`src/rtl/cshm_coef_decoder_if.sv`:
```
// Handshaked coefficient-in / decoded-groups-out bundle for the CSHM coefficient decoder.
// The decoder sits on the slave side; the coefficient source and result consumer sit on the master side.
interface cshm_coef_decoder_if #(
    parameter int COEF_W  = 8,
    parameter int GROUP_W = 4
);
    localparam int NG    = COEF_W / GROUP_W;
    localparam int SH_W  = $clog2(GROUP_W);
    localparam int SEL_W = GROUP_W - 1;

    logic                  in_valid;
    logic                  in_ready;
    logic [COEF_W-1:0]     coef;
    logic                  out_valid;
    logic                  out_ready;
    logic [NG*SH_W-1:0]    out_shift;
    logic [NG*SEL_W-1:0]   out_select;
    logic [NG-1:0]         out_zero;
    logic                  out_sign;

    modport slave (
        input  in_valid, coef, out_ready,
        output in_ready, out_valid, out_shift, out_select, out_zero, out_sign
    );

    modport master (
        output in_valid, coef, out_ready,
        input  in_ready, out_valid, out_shift, out_select, out_zero, out_sign
    );
endinterface

```
`src/rtl/cshm_coef_decoder.sv`:
```
// Splits a coefficient into GROUP_W-bit groups, one group decoded per clock into shift/odd-select/zero.
// out_valid rises NG clocks after accept; result is held in DONE until out_ready, no new input until then.
module cshm_coef_decoder #(
    parameter int COEF_W  = 8,
    parameter int GROUP_W = 4,
    parameter int SIGNED  = 0
) (
    input  logic                   clk,
    input  logic                   reset,
    cshm_coef_decoder_if.slave     bus
);
    localparam int NG    = COEF_W / GROUP_W;
    localparam int SH_W  = $clog2(GROUP_W);
    localparam int SEL_W = GROUP_W - 1;
    localparam int IDX_W = (NG > 1) ? $clog2(NG) : 1;

    typedef enum logic [1:0] {IDLE, BUSY, DONE} state_t;

    state_t                 state_q, state_d;
    logic [IDX_W-1:0]       idx_q;
    logic [COEF_W-1:0]      mag_q;
    logic                   sign_q;
    logic [NG*SH_W-1:0]     shift_q;
    logic [NG*SEL_W-1:0]    select_q;
    logic [NG-1:0]          zero_q;

    logic                   sign_in;
    logic [COEF_W-1:0]      mag_in;
    logic [GROUP_W-1:0]     grp;
    logic [GROUP_W-1:0]     odd;
    logic [SH_W-1:0]        g_shift;
    logic [SEL_W-1:0]       g_sel;
    logic                   g_zero;
    logic                   found;
    logic                   last;

    // Most-negative input negates to itself, which is the correct unsigned magnitude.
    assign sign_in = (SIGNED != 0) && bus.coef[COEF_W-1];
    assign mag_in  = sign_in ? (~bus.coef + 1'b1) : bus.coef;
    assign last    = (idx_q == IDX_W'(NG - 1));

    always_comb begin
        grp     = mag_q[idx_q*GROUP_W +: GROUP_W];
        g_shift = '0;
        found   = 1'b0;
        for (int i = 0; i < GROUP_W; i++) begin
            if (!found && grp[i]) begin
                g_shift = SH_W'(i);
                found   = 1'b1;
            end
        end
        g_zero = !found;
        odd    = grp >> g_shift;
        g_sel  = odd[GROUP_W-1:1];
    end

    always_ff @(posedge clk or posedge reset) begin
        if (reset) state_q <= IDLE;
        else       state_q <= state_d;
    end

    always_comb begin
        state_d = state_q;
        case (state_q)
            IDLE:    if (bus.in_valid)  state_d = BUSY;
            BUSY:    if (last)          state_d = DONE;
            DONE:    if (bus.out_ready) state_d = IDLE;
            default:                    state_d = IDLE;
        endcase
    end

    always_ff @(posedge clk or posedge reset) begin
        if (reset) begin
            idx_q    <= '0;
            mag_q    <= '0;
            sign_q   <= 1'b0;
            shift_q  <= '0;
            select_q <= '0;
            zero_q   <= '0;
        end else begin
            case (state_q)
                IDLE: if (bus.in_valid) begin
                    mag_q    <= mag_in;
                    sign_q   <= sign_in;
                    idx_q    <= '0;
                    shift_q  <= '0;
                    select_q <= '0;
                    zero_q   <= '0;
                end
                BUSY: begin
                    shift_q[idx_q*SH_W +: SH_W]    <= g_shift;
                    select_q[idx_q*SEL_W +: SEL_W] <= g_sel;
                    zero_q[idx_q]                  <= g_zero;
                    idx_q                          <= last ? '0 : idx_q + 1'b1;
                end
                default: ;
            endcase
        end
    end

    assign bus.in_ready   = (state_q == IDLE);
    assign bus.out_valid  = (state_q == DONE);
    assign bus.out_shift  = shift_q;
    assign bus.out_select = select_q;
    assign bus.out_zero   = zero_q;
    assign bus.out_sign   = sign_q;
endmodule

```
`src/flat_wrapper.sv`:
```
// flat-port wrapper written by rule: the top's interface ports become plain ports
module cshm_coef_decoder_flat 
#(
    parameter int COEF_W  = 8,
    parameter int GROUP_W = 4,
    parameter int SIGNED  = 0
)
  (clk, reset, bus_in_valid, bus_coef, bus_out_ready, bus_in_ready, bus_out_valid, bus_out_shift, bus_out_select, bus_out_zero, bus_out_sign);
  cshm_coef_decoder_if #(.COEF_W(COEF_W), .GROUP_W(GROUP_W)) bus_i ();
  input  logic clk;
  input  logic reset;
  input wire logic [$bits(bus_i.in_valid)-1:0] bus_in_valid;
  input wire logic [$bits(bus_i.coef)-1:0] bus_coef;
  input wire logic [$bits(bus_i.out_ready)-1:0] bus_out_ready;
  output wire logic [$bits(bus_i.in_ready)-1:0] bus_in_ready;
  output wire logic [$bits(bus_i.out_valid)-1:0] bus_out_valid;
  output wire logic [$bits(bus_i.out_shift)-1:0] bus_out_shift;
  output wire logic [$bits(bus_i.out_select)-1:0] bus_out_select;
  output wire logic [$bits(bus_i.out_zero)-1:0] bus_out_zero;
  output wire logic [$bits(bus_i.out_sign)-1:0] bus_out_sign;
  assign bus_i.in_valid = bus_in_valid;
  assign bus_i.coef = bus_coef;
  assign bus_i.out_ready = bus_out_ready;
  assign bus_in_ready = bus_i.in_ready;
  assign bus_out_valid = bus_i.out_valid;
  assign bus_out_shift = bus_i.out_shift;
  assign bus_out_select = bus_i.out_select;
  assign bus_out_zero = bus_i.out_zero;
  assign bus_out_sign = bus_i.out_sign;
  cshm_coef_decoder #(.COEF_W(COEF_W), .GROUP_W(GROUP_W), .SIGNED(SIGNED)) u_core (.clk(clk), .reset(reset), .bus(bus_i));
endmodule
```
`config.mk`:
```
export PLATFORM = sky130hd
export DESIGN_NAME = cshm_coef_decoder_flat
export DESIGN_NICKNAME = d
export VERILOG_FILES = /design/src/rtl/cshm_coef_decoder_if.sv /design/src/rtl/cshm_coef_decoder.sv /design/src/flat_wrapper.sv
export SDC_FILE = /design/constraint.sdc
export NUM_CORES = 1
export LEC_CHECK = 0
export ABC_AREA = 1
export BUFFER_PORTS_ARGS = -buffer_cell sky130_fd_sc_hd__buf_4
export CAP_MARGIN = 5
export CELL_PAD_IN_SITES_DETAIL_PLACEMENT = 1
export CELL_PAD_IN_SITES_GLOBAL_PLACEMENT = 2
export CORE_ASPECT_RATIO = 0.7
export CORE_MARGIN = 10
export CORE_UTILIZATION = 29
export CTS_CLUSTER_SIZE = 14
export DETAILED_ROUTE_END_ITERATION = 6
export HOLD_SLACK_MARGIN = 0.02
export PLACE_DENSITY_LB_ADDON = 0.1
export SLEW_MARGIN = 10
export SYNTH_ARGS = -nofsm -noshare
export SYNTH_HDL_FRONTEND = slang
export SYNTH_SLANG_ARGS = --single-unit
```
`constraint.sdc`:
```
create_clock -name clk -period 1.21 [get_ports clk]
set_input_delay 0.242 -clock clk [delete_from_list [all_inputs] [get_ports clk]]
set_output_delay 0.242 -clock clk [all_outputs]
set_load 0.02 [all_outputs]
```
==> impl_results.md, run 1 <==
- Top post-synthesis cells by area: dfrtp_1 (55%), nand2_1 (20%), nand3_1 (6.2%)
- Htree depth: 1
- Largest net degree at the start of global routing: 24
- Max Cap Viol: 0
- Die width: 91.7 µm
- Starting Density: 0.299
- CORE AREA: about 0.0035 mm²
- Reg2Reg Launch Point: u_core.idx_q$_DFFE_PP0P_
- Fin cells: 219
- Maximum clock insertion buffer count: 2
- Syn Inst Count: 130
- Initial DRC count: 67
- Synth cell types: 15
- First-pass GRT wire length: 4820 µm
- Final setup fails: 1
- Worst-Skew Late Latency: 0.26 ns
- Final worst-path cycle share: 1.01
- CP delay by family, top: flip-flops
- RSZ-0062 raised after global routing: yes
- CTS buffer count: 3
- Gr usage total: 0.0908
- Placed cells: between 200 and 250
- CP Launch Type: flop
- Sink Count: 23
- Status: finished, violations left
- Clock Skew: slightly below 0.003 ns
- Hold/Removal Path Class: in -> reg
- DRT Pass-1 Iters: 3
- Yosys top cell area share: 0.552
- Worst Path Arrival: between 0.9 and 1 ns
- Worst-path fanout max: 4
- Synth area leader: dfrtp_1
- Hold Crit Depth: 2
- Warnings, synthesis: 0
- Layout area overhead: 47.0%
- Vias: 922
- Violated checks: negative setup slack
- Initial antenna violation count: 0
- Sequential area share after synthesis: 0.552
- Routability cong.: between 0.7 and 0.8
- Full die area: about 0.0064 mm²
- Ant diodes: 0
- Post-Syn Area: 0.00104 mm²
- Hold Vio Cnt, Final: 0
- Slowest CP cell: dfrtp_2
- Syn Nets: ~140
- Fmax: approximately 820 MHz
- Hold Crit Start: bus_out_ready
- Hold Path End: u_core.state_q[1]$_DFFE_PP0P_
- Vias per Instance: roughly 4.2
- Die outline height: ~70 µm
- Reg-to-Reg End: u_core.bus.out_select[0]$_DFFE_PP0P_
- Clock slew at reported path FFs: 0.08 ns
- Vias in the first global route: 995
- Final #Nets: 182
- I/O pins: 27
- Layout cells sized above 1: 0.444
- Minimum clock period: between 1 and 1.5 ns
- Most frequent cell after synthesis: nand2_1
- Commonest cells post-synth: nand2_1 (56), dfrtp_1 (23), nand3_1 (13)
- Worst hold margin: 0.147 ns
- Post-DRT Antenna Nets: 0
- WL final: about 3000 µm
- Crit path cell chain: nor2_1, buf_4
- TritonCTS clock tree: done
- Async S/R FF share, synth: 1.00
- DPL Wire Length: 2280 µm
- I/O Buffers: 25
- Worst EP required: between 0.9 and 1 ns
- Slew Limit Fails: 0
- PD cells: between 2000 and 3000 mW/mm²
- Final WS setup: -0.00806 ns
- # rows: 18
- CTS root buffer: clkbuf_8
- #FFs+latches synth: 23
- R2r worst-path depth: 8
- Crit end category: output pin
- Dominant synthesized flop cell: dfrtp_1
- CP peak stage delay: roughly 0.45 ns
- Drc violations: 0
- Worst Path Buf+Inv: 1
- Lkg Pwr: 0.842 nW
- GRT Residual Overflow: 0
- Kind of critical path: reg -> out
- Post-synth EDFFs: 0
- Mean Syn Cell Area: between 8 and 9 µm²
- Wirelength per Cell: roughly 14 µm
- R2R Setup Slk: approximately 0.030 ns
- Setup_tns: -0.00806 ns
- VDD IR max: approximately 1.2 mV
==> through the flow <==
stage | area [µm²] | power (mW) | worst slack (ns) | util
floorplan | 1040 | 2.57 | 0.0698 | -
global placement | 1320 | 3.32 | -0.0111 | 0.379
finish | 1530 | 4.38 | -0.00806 | 0.439
CTS | 1410 | 3.99 | -0.0320 | 0.403
detailed placement | 1320 | 3.38 | -0.0659 | 0.379
global route | 1530 | 4.75 | -0.0937 | 0.439
==> power breakdown <==
| part | internal [mW] | switching, mW |
|---|---|---|
| combinational | 1.03 | 1.56 |
| sequential | 1.10 | 0.206 |
| clock | 0.230 | 0.252 |
| total | 2.36 | 2.02 |
==> final cells by class <==
| class | count | area [µm²] |
|---|---|---|
| Clock buffer | 3 | 41.3 |
| Clock inverter | 1 | 5.00 |
| Fill cell | 446 | 1960 |
| Inverter | 15 | 61.3 |
| Multi-Input combinational cell | 90 | 478 |
| Sequential cell | 23 | 577 |
| Tap cell | 50 | 62.6 |
| Timing Repair Buffer | 37 | 309 |
==> worst register-to-register path, cell delays in order, from the launching register on <==
cell and delay [ns]:
dfrtp_1 0.43, inv_2 0.13, nand2_2 0.08, nand2_4 0.10
buf_4 0.13, nand2_2 0.04, nand2_2 0.08, nand3_2 0.08
nand2_1 0.06
==> routing by layer <==
layer	track usage	part of all wire	wire (µm)	up-vias
li1	-	-	-	475
met1	0.126	0.53	1590	428
met3	0.0331	0.042	125	2
met2	0.132	0.42	1250	17
met5	0	0	0	-
met4	0.0154	0.0044	13	0
==> cells by family (layout without fill, tap and decap cells) <==
family,count (synthesis),count (layout),share of synthesized area
compound gates,8,8,0.0444
buf+inv,17,56,0.0695
flops,23,23,0.552
other cells,1,1,0.00359
simple gates,81,81,0.331
==> worst max-delay path by stage <==
stage | slack [ns] | endpoint | cells past startpoint | from
finish | -0.008 | bus_out_valid | 2 | u_core.state_q[0]$_DFFE_PP0P_
global route | -0.09 | u_core.bus.out_select[0]$_DFFE_PP0P_ | 8 | u_core.idx_q$_DFFE_PP0P_
CTS | -0.03 | bus_out_valid | 3 | u_core.state_q[1]$_DFFE_PP0P_
detailed placement | -0.07 | u_core.bus.out_zero[1]$_DFFE_PP0P_ | 7 | u_core.state_q[1]$_DFFE_PP0P_
global placement | -0.01 | u_core.bus.out_shift[3]$_DFFE_PP0P_ | 7 | u_core.state_q[1]$_DFFE_PP0P_
floorplan | 0.07 | u_core.mag_q[0]$_DFFE_PP0P_ | 5 | u_core.state_q[0]$_DFFE_PP0P_
==> sequential cells by signal, summed over array words and instances, names as in the netlist <==
| signal | flops |
|---|---|
| u_core.idx_q | 1 |
| u_core.state_q | 2 |
| u_core.mag_q | 8 |
| u_core.bus.out_select | 6 |
| u_core.bus.out_zero | 2 |
| u_core.bus.out_shift | 4 |
==> cell usage in the layout (no fill, tap or decap), drive strengths merged <==
cell type | synthesis | layout
clkinv | 1 | 1
o31ai | 1 | 1
nand2 | 60 | 60
dfrtp | 23 | 23
clkbuf | 0 | 4
conb | 1 | 1
o21ai | 2 | 2
nor2 | 8 | 8
inv | 14 | 15
dlygate4sd3 | 0 | 1
nand3 | 13 | 13
a21oi | 5 | 5
buf | 2 | 35
==> repair_timing <==
action,4_1_cts,5_1_grt
setup buffers,3,2
pin swaps,2,7
gates resized for setup,6,29
gates cloned,0,1
hold buffers,1,0
setup endpoints to repair,9,22
endpoints found under the hold margin,4,0
(Power assumes the default switching activity.)
==> run 2: changes to the inputs <==
CORE_ASPECT_RATIO = 1.25   (was 0.7)
==> run 2 against run 1 <==
Setup slack worse by 0.063 ns. First-iteration DRC count down 67%. The run still ends with negative setup slack left. Clock skew up 0.0033 ns. Sequential cell count unchanged. Sequential share of layout area down 1.8 points. Register-to-register slack worse by 0.05 ns. Largest power group unchanged. Critical path depth up 1. Clock power up 0.8%. Critical path type unchanged.
==> impl_results.md, run 2 (synthesized netlist as in run 1, its figures left out) <==
- Status: finished, violations left (unchanged)
- Violated checks: negative setup slack (unchanged)
- Dpl ws: -0.0279 ns (was -0.0659 ns)
- Worst-Skew Late Latency: 0.26 ns (about the same)
- Vias: 952 (was 922)
- I/O pins: 27 (unchanged)
- Htree depth: 1 (unchanged)
- Sw frac: 0.470 (was 0.460)
- Crit path cell chain: nor2_4, buf_6, buf_6 (was nor2_1, buf_4)
- CTS root buffer: clkbuf_8 (unchanged)
- Full die area: 0.00641 mm² (was 0.00644 mm²)
- Final worst-path cycle share: 1.06 (was 1.01)
- Hold Buf Count CTS: 0 (was 1)
- Max FFs per register: 8 (unchanged)
- Gate power share: 0.621 (was 0.591)
- First-pass GRT wire length: 4830 µm (was 4820 µm)
- Crit-path most repeated cell: buf_6
- Kind of critical path: reg -> out (unchanged)
- CORE AREA: 0.00348 mm² (was 0.00349 mm²)
- Flop pwr share: 0.278 (was 0.299)
- Wirelength per Cell: 15.1 µm (was 13.6 µm)
- Sequential Area: 577 µm² (unchanged)
- Final setup fails: 5 (was 1)
- PD cells: 2960 mW/mm² (was 2850 mW/mm²)
- Vias in the first global route: 1036 (was 995)
- Hold/Removal Path Class: in -> async (was in -> reg)
- Worst Path Arrival: 1.04 ns (was 0.98 ns)
- Worst-path fanout max: 2 (was 4)
- CP peak stage delay: 0.43 ns (was 0.45 ns)
- Starting Density: 0.300 (was 0.299)
- VDD IR max: 1.28 mV (was 1.16 mV)
- Drc violations: 0 (unchanged)
- Die outline height: 87.1 µm (was 70.2 µm)
- Initial DRC count: 22 (was 67)
- Minimum clock period: 1.28 ns (was 1.22 ns)
- Clock slew at reported path FFs: 0.09 ns (was 0.08 ns)
- Fill cells: 415 (was 446)
- TritonCTS clock tree: done (unchanged)
- Slew Limit Fails: 0 (unchanged)
- Routability cong.: 0.745 (was 0.773)
- Die width: 73.7 µm (was 91.7 µm)
- Hold Vio Cnt, Final: 0 (unchanged)
- DPL Wire Length: 2250 µm (was 2280 µm)
- I/O Buffers: 25 (unchanged)
- Setup_tns: -0.169 ns (was -0.00806 ns)
- Crit end category: output pin (unchanged)
- Largest net degree at the start of global routing: 24 (unchanged)
- RSZ-0062 raised after global routing: yes (unchanged)
- DRT Pass-1 Iters: 4 (was 3)
- Clock Skew: 0.00625 ns (was 0.00294 ns)
- Placed Area: 0.00129 mm² (was 0.00132 mm²)
- P_sw: 2.24 mW (was 2.02 mW)
- Maximum clock insertion buffer count: 2 (unchanged)
- Multi-input gate area: 553 µm² (was 478 µm²)
- Most common cell after layout, fill and taps aside: nand2_1 (unchanged)
- CTS buffer count: 3 (unchanged)
- Clk pwr share: 0.102 (was 0.110)
- Biggest register: u_core.mag_q (unchanged)
- Post-DRT Antenna Nets: 0 (unchanged)
- Fmax: 781 MHz (was 821 MHz)
- Final Cell Area: 0.00161 mm² (was 0.00153 mm²)
- Final WS setup: -0.0710 ns (was -0.00806 ns)
- Final #Nets: 181 (was 182)
- Layout area overhead: 54.4% (was 47.0%)
- Slowest CP cell: dfrtp_1 (was dfrtp_2)
- # rows: 24 (was 18)
- Worst hold margin: 0.0129 ns (was 0.147 ns)
- GRT Residual Overflow: 0 (unchanged)
- Gr usage total: 0.0936 (was 0.0908)
- Max Cap Viol: 0 (unchanged)
- Ant diodes: 0 (unchanged)
- Layout cells sized above 1: 0.482 (was 0.444)
- Initial antenna violation count: 0 (unchanged)
- Worst EP required: 0.97 ns (about the same)
- Vias per Instance: 4.60 (was 4.21)
- WL final: 3120 µm (was 2980 µm)
- Lkg Pwr: 0.862 nW (was 0.842 nW)
- Internal: 2.53 mW (was 2.36 mW)
- CP Launch Type: flop (unchanged)
- Fin util: 0.463 (was 0.439)
- Sink Count: 23 (unchanged)
- Commonest non-fill, non-tap cells in the layout: nand2_1 (41), buf_4 (29), dfrtp_1 (22) (was nand2_1 (44), buf_4 (33), dfrtp_1 (22))
-- run 2: final timing paths --
path	from	to	slack, ns	cells past startpoint
min	reset	u_core.mag_q[3]$_DFFE_PP0P_	0.01	3
max reg2reg	u_core.idx_q$_DFFE_PP0P_	u_core.bus.out_select[4]$_DFFE_PP0P_	-0.02	8
min reg2reg	u_core.bus.out_zero[0]$_DFFE_PP0P_	u_core.bus.out_zero[0]$_DFFE_PP0P_	0.48	2
max in group asynchronous	reset	u_core.idx_q$_DFFE_PP0P_	0.95	3
max	u_core.state_q[1]$_DFFE_PP0P_	bus_in_ready	-0.07	3
min in group clk	bus_out_ready	u_core.state_q[1]$_DFFE_PP0P_	0.16	2
-- run 2: final cells by class --
class,count,share of cell area
sequential,23,0.358
multi-input combinational,90,0.343
timing repair buffer,36,0.195
inverter,15,0.0458
tap,39,0.0303
clock buffer,4,0.0280
-- run 2: worst max-delay path: cells and delay by family (launching register included) --
family | cells | cell delay, ns
buffers and inverters | 2 | 0.22
DFF | 1 | 0.43
and+or+nand+nor | 1 | 0.13
-- run 2: repair_timing --
action | CTS | global route
setup buffers | 3 | 3
setup endpoints to repair | 8 | 22
resized for setup | 11 | 47
pin swaps | 2 | 12
gates cloned | 0 | 1
-- run 2: routing by layer --
layer  up-vias  GRT usage  part of all wire
li1        473          -                 -
met1       460     0.0973              0.36
met2        19      0.174              0.59
met3         0     0.0342             0.049
met4         0     0.0153                 0
met5         -          0                 0
-- run 2: power groups by stage --
stage,clock (mW),combinational [mW],sequential [mW]
final,0.486,2.96,1.33
after global routing,0.536,3.23,1.37
after CTS,0.505,2.23,1.30
after detailed placement,0,1.99,1.32
after global placement,0,1.95,1.30
after floorplan,0,1.11,1.46
-- run 2: per-stage QoR --
| stage | total power [mW] | std cells |
|---|---|---|
| finish | 4.77 | 207 |
| global route | 5.14 | 207 |
| CTS | 4.03 | 203 |
| detailed placement | 3.31 | 196 |
| global placement | 3.25 | 196 |
| floorplan | 2.57 | 130 |
